`src/rtl/kernel_m00_axi_cache_read_arbiter.sv`:
```
// Round-robin read arbiter sharing the M00 cache MID-side read port among NUM_REQ engines.
// ARID carries the requester index; R beats are steered back by RID with per-requester outstanding limits.
module kernel_m00_axi_cache_read_arbiter #(
    parameter int unsigned NUM_REQ = 4,
    parameter int unsigned ADDR_W  = 64,
    parameter int unsigned DATA_W  = 32,
    parameter int unsigned ID_W    = 4,
    parameter int unsigned MAX_OUT = 4
) (
    input  logic                      ap_clk,
    input  logic                      areset,
    input  logic                      cache_setup_signal,
    input  logic [NUM_REQ-1:0]        req_arvalid,
    input  logic [NUM_REQ*ADDR_W-1:0] req_araddr,
    input  logic [NUM_REQ*8-1:0]      req_arlen,
    output logic [NUM_REQ-1:0]        req_arready,
    output logic [NUM_REQ-1:0]        req_rvalid,
    output logic [DATA_W-1:0]         req_rdata,
    output logic                      req_rlast,
    input  logic [NUM_REQ-1:0]        req_rready,
    output logic                      m_arvalid,
    output logic [ADDR_W-1:0]         m_araddr,
    output logic [7:0]                m_arlen,
    output logic [ID_W-1:0]           m_arid,
    input  logic                      m_arready,
    input  logic                      m_rvalid,
    input  logic [DATA_W-1:0]         m_rdata,
    input  logic [ID_W-1:0]           m_rid,
    input  logic                      m_rlast,
    output logic                      m_rready,
    output logic                      busy,
    output logic                      err_bad_rid
);

    localparam int unsigned PTR_W = (NUM_REQ > 1) ? $clog2(NUM_REQ) : 1;
    localparam int unsigned CNT_W = $clog2(MAX_OUT + 1);

    typedef enum logic {
        IDLE  = 1'b0,
        ISSUE = 1'b1
    } state_e;

    state_e              state_q, state_d;
    logic [PTR_W-1:0]    ptr_q, ptr_d;
    logic [CNT_W-1:0]    cnt_q [NUM_REQ];
    logic [CNT_W-1:0]    cnt_d [NUM_REQ];
    logic [ADDR_W-1:0]   m_araddr_q, m_araddr_d;
    logic [7:0]          m_arlen_q, m_arlen_d;
    logic [ID_W-1:0]     m_arid_q, m_arid_d;
    logic                err_bad_rid_q, err_bad_rid_d;
    logic                busy_q, busy_d;

    logic [NUM_REQ-1:0]  elig;
    logic [NUM_REQ-1:0]  inc;
    logic [NUM_REQ-1:0]  dec;
    logic                grant_any;
    logic [PTR_W-1:0]    grant_idx;
    logic                rid_ok;

    // Requester may be granted only while below its outstanding-burst limit
    always_comb begin
        for (int i = 0; i < int'(NUM_REQ); i++) begin
            elig[i] = req_arvalid[i] && (cnt_q[i] < CNT_W'(MAX_OUT));
        end
    end

    always_comb begin
        grant_any = 1'b0;
        grant_idx = '0;
        for (int k = 0; k < int'(NUM_REQ); k++) begin
            int idx;
            idx = (int'(ptr_q) + k) % int'(NUM_REQ);
            if (!grant_any && elig[PTR_W'(idx)]) begin
                grant_any = 1'b1;
                grant_idx = PTR_W'(idx);
            end
        end
        if (areset || (state_q != IDLE) || cache_setup_signal) begin
            grant_any = 1'b0;
        end
    end

    always_comb begin
        req_arready = '0;
        if (grant_any) begin
            req_arready[grant_idx] = 1'b1;
        end
    end

    // R channel: out-of-range IDs are sunk so the cache never stalls on them
    always_comb begin
        rid_ok     = (32'(m_rid) < 32'(NUM_REQ));
        req_rvalid = '0;
        m_rready   = 1'b0;
        dec        = '0;
        for (int i = 0; i < int'(NUM_REQ); i++) begin
            if (rid_ok && (m_rid == ID_W'(i))) begin
                req_rvalid[i] = m_rvalid;
                m_rready      = req_rready[i];
            end
        end
        if (!rid_ok) begin
            m_rready = 1'b1;
        end
        if (areset) begin
            req_rvalid = '0;
            m_rready   = 1'b0;
        end
        for (int i = 0; i < int'(NUM_REQ); i++) begin
            dec[i] = req_rvalid[i] && m_rready && m_rlast;
        end
    end

    assign req_rdata = m_rdata;
    assign req_rlast = m_rlast;

    always_comb begin
        state_d       = state_q;
        ptr_d         = ptr_q;
        m_araddr_d    = m_araddr_q;
        m_arlen_d     = m_arlen_q;
        m_arid_d      = m_arid_q;
        err_bad_rid_d = err_bad_rid_q | (m_rvalid && !rid_ok);
        inc           = '0;
        case (state_q)
            IDLE: begin
                if (grant_any) begin
                    state_d    = ISSUE;
                    m_araddr_d = req_araddr[grant_idx*ADDR_W +: ADDR_W];
                    m_arlen_d  = req_arlen[grant_idx*8 +: 8];
                    m_arid_d   = ID_W'(grant_idx);
                end
            end
            ISSUE: begin
                if (m_arready) begin
                    state_d                 = IDLE;
                    inc[PTR_W'(m_arid_q)]   = 1'b1;
                    ptr_d = (m_arid_q == ID_W'(NUM_REQ - 1)) ? '0
                                                            : PTR_W'(m_arid_q) + PTR_W'(1);
                end
            end
            default: state_d = IDLE;
        endcase
    end

    // Simultaneous AR and R-last on one requester cancel out
    always_comb begin
        busy_d = (state_d == ISSUE);
        for (int i = 0; i < int'(NUM_REQ); i++) begin
            cnt_d[i] = cnt_q[i];
            case ({inc[i], dec[i]})
                2'b10:   if (cnt_q[i] < CNT_W'(MAX_OUT)) cnt_d[i] = cnt_q[i] + CNT_W'(1);
                2'b01:   if (cnt_q[i] != '0) cnt_d[i] = cnt_q[i] - CNT_W'(1);
                default: cnt_d[i] = cnt_q[i];
            endcase
            if (cnt_d[i] != '0) begin
                busy_d = 1'b1;
            end
        end
    end

    always_ff @(posedge ap_clk) begin
        if (areset) begin
            state_q       <= IDLE;
            ptr_q         <= '0;
            m_araddr_q    <= '0;
            m_arlen_q     <= '0;
            m_arid_q      <= '0;
            err_bad_rid_q <= 1'b0;
            busy_q        <= 1'b0;
            for (int i = 0; i < int'(NUM_REQ); i++) begin
                cnt_q[i] <= '0;
            end
        end else begin
            state_q       <= state_d;
            ptr_q         <= ptr_d;
            m_araddr_q    <= m_araddr_d;
            m_arlen_q     <= m_arlen_d;
            m_arid_q      <= m_arid_d;
            err_bad_rid_q <= err_bad_rid_d;
            busy_q        <= busy_d;
            for (int i = 0; i < int'(NUM_REQ); i++) begin
                cnt_q[i] <= cnt_d[i];
            end
        end
    end

    assign m_arvalid   = (state_q == ISSUE);
    assign m_araddr    = m_araddr_q;
    assign m_arlen     = m_arlen_q;
    assign m_arid      = m_arid_q;
    assign err_bad_rid = err_bad_rid_q;
    assign busy        = busy_q;

endmodule

```
`config.mk`:
```
export PLATFORM = sky130hd
export DESIGN_NAME = kernel_m00_axi_cache_read_arbiter
export DESIGN_NICKNAME = d
export VERILOG_FILES = /design/src/rtl/kernel_m00_axi_cache_read_arbiter.sv
export SDC_FILE = /design/constraint.sdc
export NUM_CORES = 1
export LEC_CHECK = 0
export CORE_AREA = 2 2 179 181
export CTS_CLUSTER_DIAMETER = 100
export CTS_CLUSTER_SIZE = 20
export DETAILED_ROUTE_END_ITERATION = 16
export DIE_AREA = 0 0 181 183
export PLACE_DENSITY = 0.61
export SYNTH_ARGS = -nofsm -noshare
export SYNTH_HDL_FRONTEND = slang
export SYNTH_SLANG_ARGS = --single-unit
```
`constraint.sdc`:
```
create_clock -name ap_clk -period 9.31 [get_ports ap_clk]
set_clock_uncertainty 0.15 [all_clocks]
set_input_delay 2.3275 -clock ap_clk [delete_from_list [all_inputs] [get_ports ap_clk]]
set_output_delay 2.3275 -clock ap_clk [all_outputs]
set_load 0.005 [all_outputs]
```
==> results.cfg <==
[finish]
final_nets = 1363
synthToLayoutAreaGrowth_pct = 68.6
drive_gt1_frac = 0.0348
fillers = 3213
mostFrequentLayoutCell = clkdlybuf4s50_1
mostFrequentLayoutCells = clkdlybuf4s50_1, mux2i_1, dfxtp_1

[global_route]
grt_use_total = 0.141
grt_overflow = 0
grt_max_degree = 74
grt_pass1_wl_um = 36100
antenna_found_initial = 2
grt_pass1_vias = 6288

[sta]
slew_headroom = 0.334
slew_violations = 0
worst_pin_slew_ns = 0.999
setup_viol = 0
fin_crit_sh = 0.751
final_hold_viol_count = 0
rsz0062_at_grt = false
fin_crit_ns = 6.99
fin_tns_setup_ns = 0
max_freq_mhz = 143

[synthesis]
syn_area_um2 = 6160
synth_edf_count = 0
yosysWarnings = 0
netlist_instances = 671
yosysSeqAreaShare = 0.296
ys.flop_type = dfxtp_1
async_flop_share = 0
synth_seq_cells = 91
syn_avg_cell_area_um2 = 9.18
synth_cell_types = 55

[cts]
post_cts_buffers = 0
holdBufCountCts = 0
cts_resized = 0
clk_latency_ns = 0.34
root_buffer = clkbuf_16
cts_max_level = 3
clockBufferDepth = 2
clkTransAtPathRegs_ns = 0.07
cts_buffers = 9
cts.sinks = 91
cts_tree = yes

[route]
first_pass_iters = 4
drc_errors = 0
vias_per_cell = 4.52
drtIter0Drc = 256
wl_per_cell_um = 17.7
wirelength_um = 24900
final_antenna_net_count = 0
via_count = 6362

[placement]
io_buffers = 392
gp_congestion = 0.777
dp_hpwl_um = 19100

[power_and_ir_drop]
power_mw = 1.20
vdd_drop_max_v = 0.0000958
leakage_nw = 4.36
power_density_nw_per_um2 = 116

[min_path]
hp-class = register to register

[critical_path]
r2r_setup_slack_ns = 5.50
end_kind = output pin
critPathLaunchType = input pin
setup.worst_path.start = areset
worst_ep_required_time_ns = 6.83
r2r_start = cnt_q[0][2]$_SDFF_PP0_
worstSetupPathType = input pin to output pin
ff2ff_path_depth = 7
cp_max_fo = 23
arrival_ns = 4.51
crit_end = req_arready[1]
r2r_end = m_araddr[34]$_SDFFE_PP0P_

[floorplan]
core_area_um2 = 31200
initial_utilization = 0.197
die_height_um = 183
ios = 459
fp.dieW_um = 181
num_rows = 65
dieArea_um2 = 33100

[run_status]
run_status = finished clean

[flow_run]
maxCapViolations = 0
[critical path: stages]
cell and delay [ns]:
clkdlybuf4s50_1 0.39, buf_4 0.22, nor3_1 0.51, o41a_4 0.33, nand2_2 0.08, nor2_1 0.10, clkdlybuf4s50_1 0.53
[report_power, final]
part	total, mW	internal [mW]	switching [mW]
Combinational	0.364	0.235	0.130
Clock	0.394	0.217	0.177
Sequential	0.444	0.424	0.0199
Total	1.20	0.876	0.326
[routing by layer]
layer / vias up / part of all wire / track usage
met1: 2967 / 0.41 / 0.165
met4: 0 / 0.018 / 0.0390
met3: 17 / 0.080 / 0.0403
met5: - / 0 / 0
li1: 3104 / - / -
met2: 274 / 0.49 / 0.250
[cell usage after synthesis, drive strengths merged (2+ instances only)]
library cell	instances	area [um2]
o21ai	15	75.1
o221ai	73	657
nand2b	8	50.1
nand3	16	80.1
o32a	3	30.0
nand2	91	344
dfxtp	91	1820
nor3b	2	15.0
nor4b	2	23.8
nor2b	25	169
a221oi	2	17.5
nor3	4	20.0
a22oi	2	15.0
o2bb2ai	2	17.5
o31a	2	17.5
nor2	12	52.6
and3	2	12.5
clkbuf	5	18.8
mux2i	144	1440
o22ai	3	18.8
ha	24	300
buf	76	546
or4b	3	30.0
nor4	2	12.5
a21oi	12	60.1
inv	27	101
a31oi	6	43.8
[state kept, by name, indices dropped and copies added (netlist names)]
name         cells
busy             1
m_arlen          8
m_arid           2
m_arvalid        1
cnt_q           12
ptr_q            2
m_araddr        64
err_bad_rid      1
[area by class of cell]
| class | instances | area [um2] | share of cell area |
|---|---|---|---|
| Antenna cell | 1 | 2.50 | 0.000241 |
| Clock buffer | 11 | 243 | 0.0234 |
| Clock inverter | 5 | 61.3 | 0.00590 |
| Inverter | 27 | 101 | 0.00976 |
| Multi-Input combinational cell | 473 | 3680 | 0.354 |
| Sequential cell | 91 | 1820 | 0.175 |
| Tap cell | 402 | 503 | 0.0484 |
| Timing Repair Buffer | 399 | 3980 | 0.383 |
[stage by stage]
stage / cell area (um2) / worst slack, ns / utilization / hold slack, ns / std cells
after detailed placement: 10100 / 2.27 / 0.323 / 0.296 / 1392
after CTS: 10400 / 2.27 / 0.333 / 0.315 / 1408
after global routing: 10400 / 2.17 / 0.333 / 0.330 / 1409
after global placement: 10100 / 2.29 / 0.323 / 0.291 / 1392
final: 10400 / 2.32 / 0.333 / 0.311 / 1409
after floorplan: 6160 / 3.41 / - / 0.292 / 672
[logic make-up (layout without fill, tap and decap cells)]
logic type / after synthesis / after routing / synth area share
AO/OA/AOI/OAI: 130 / 130 / 0.171
flip-flops: 91 / 91 / 0.296
other: 1 / 3 / 0.000609
adder cells (fa/ha/maj): 24 / 24 / 0.0488
AND/OR/NAND/NOR: 171 / 171 / 0.137
buffers and inverters: 108 / 442 / 0.108
multiplexers: 146 / 146 / 0.239
[worst min path at each step]
stage	start	to	cells after the start	slack, ns
floorplan	err_bad_rid$_SDFF_PP0_	err_bad_rid$_SDFF_PP0_	2	0.29
global placement	err_bad_rid$_SDFF_PP0_	err_bad_rid$_SDFF_PP0_	2	0.29
detailed placement	m_araddr[43]$_SDFFE_PP0P_	m_araddr[43]$_SDFFE_PP0P_	2	0.30
CTS	m_arlen[0]$_SDFFE_PP0P_	m_arlen[0]$_SDFFE_PP0P_	2	0.32
global route	err_bad_rid$_SDFF_PP0_	err_bad_rid$_SDFF_PP0_	2	0.33
finish	m_arlen[0]$_SDFFE_PP0P_	m_arlen[0]$_SDFFE_PP0P_	2	0.31
No activity file was read; power rests on OpenSTA's default activity.
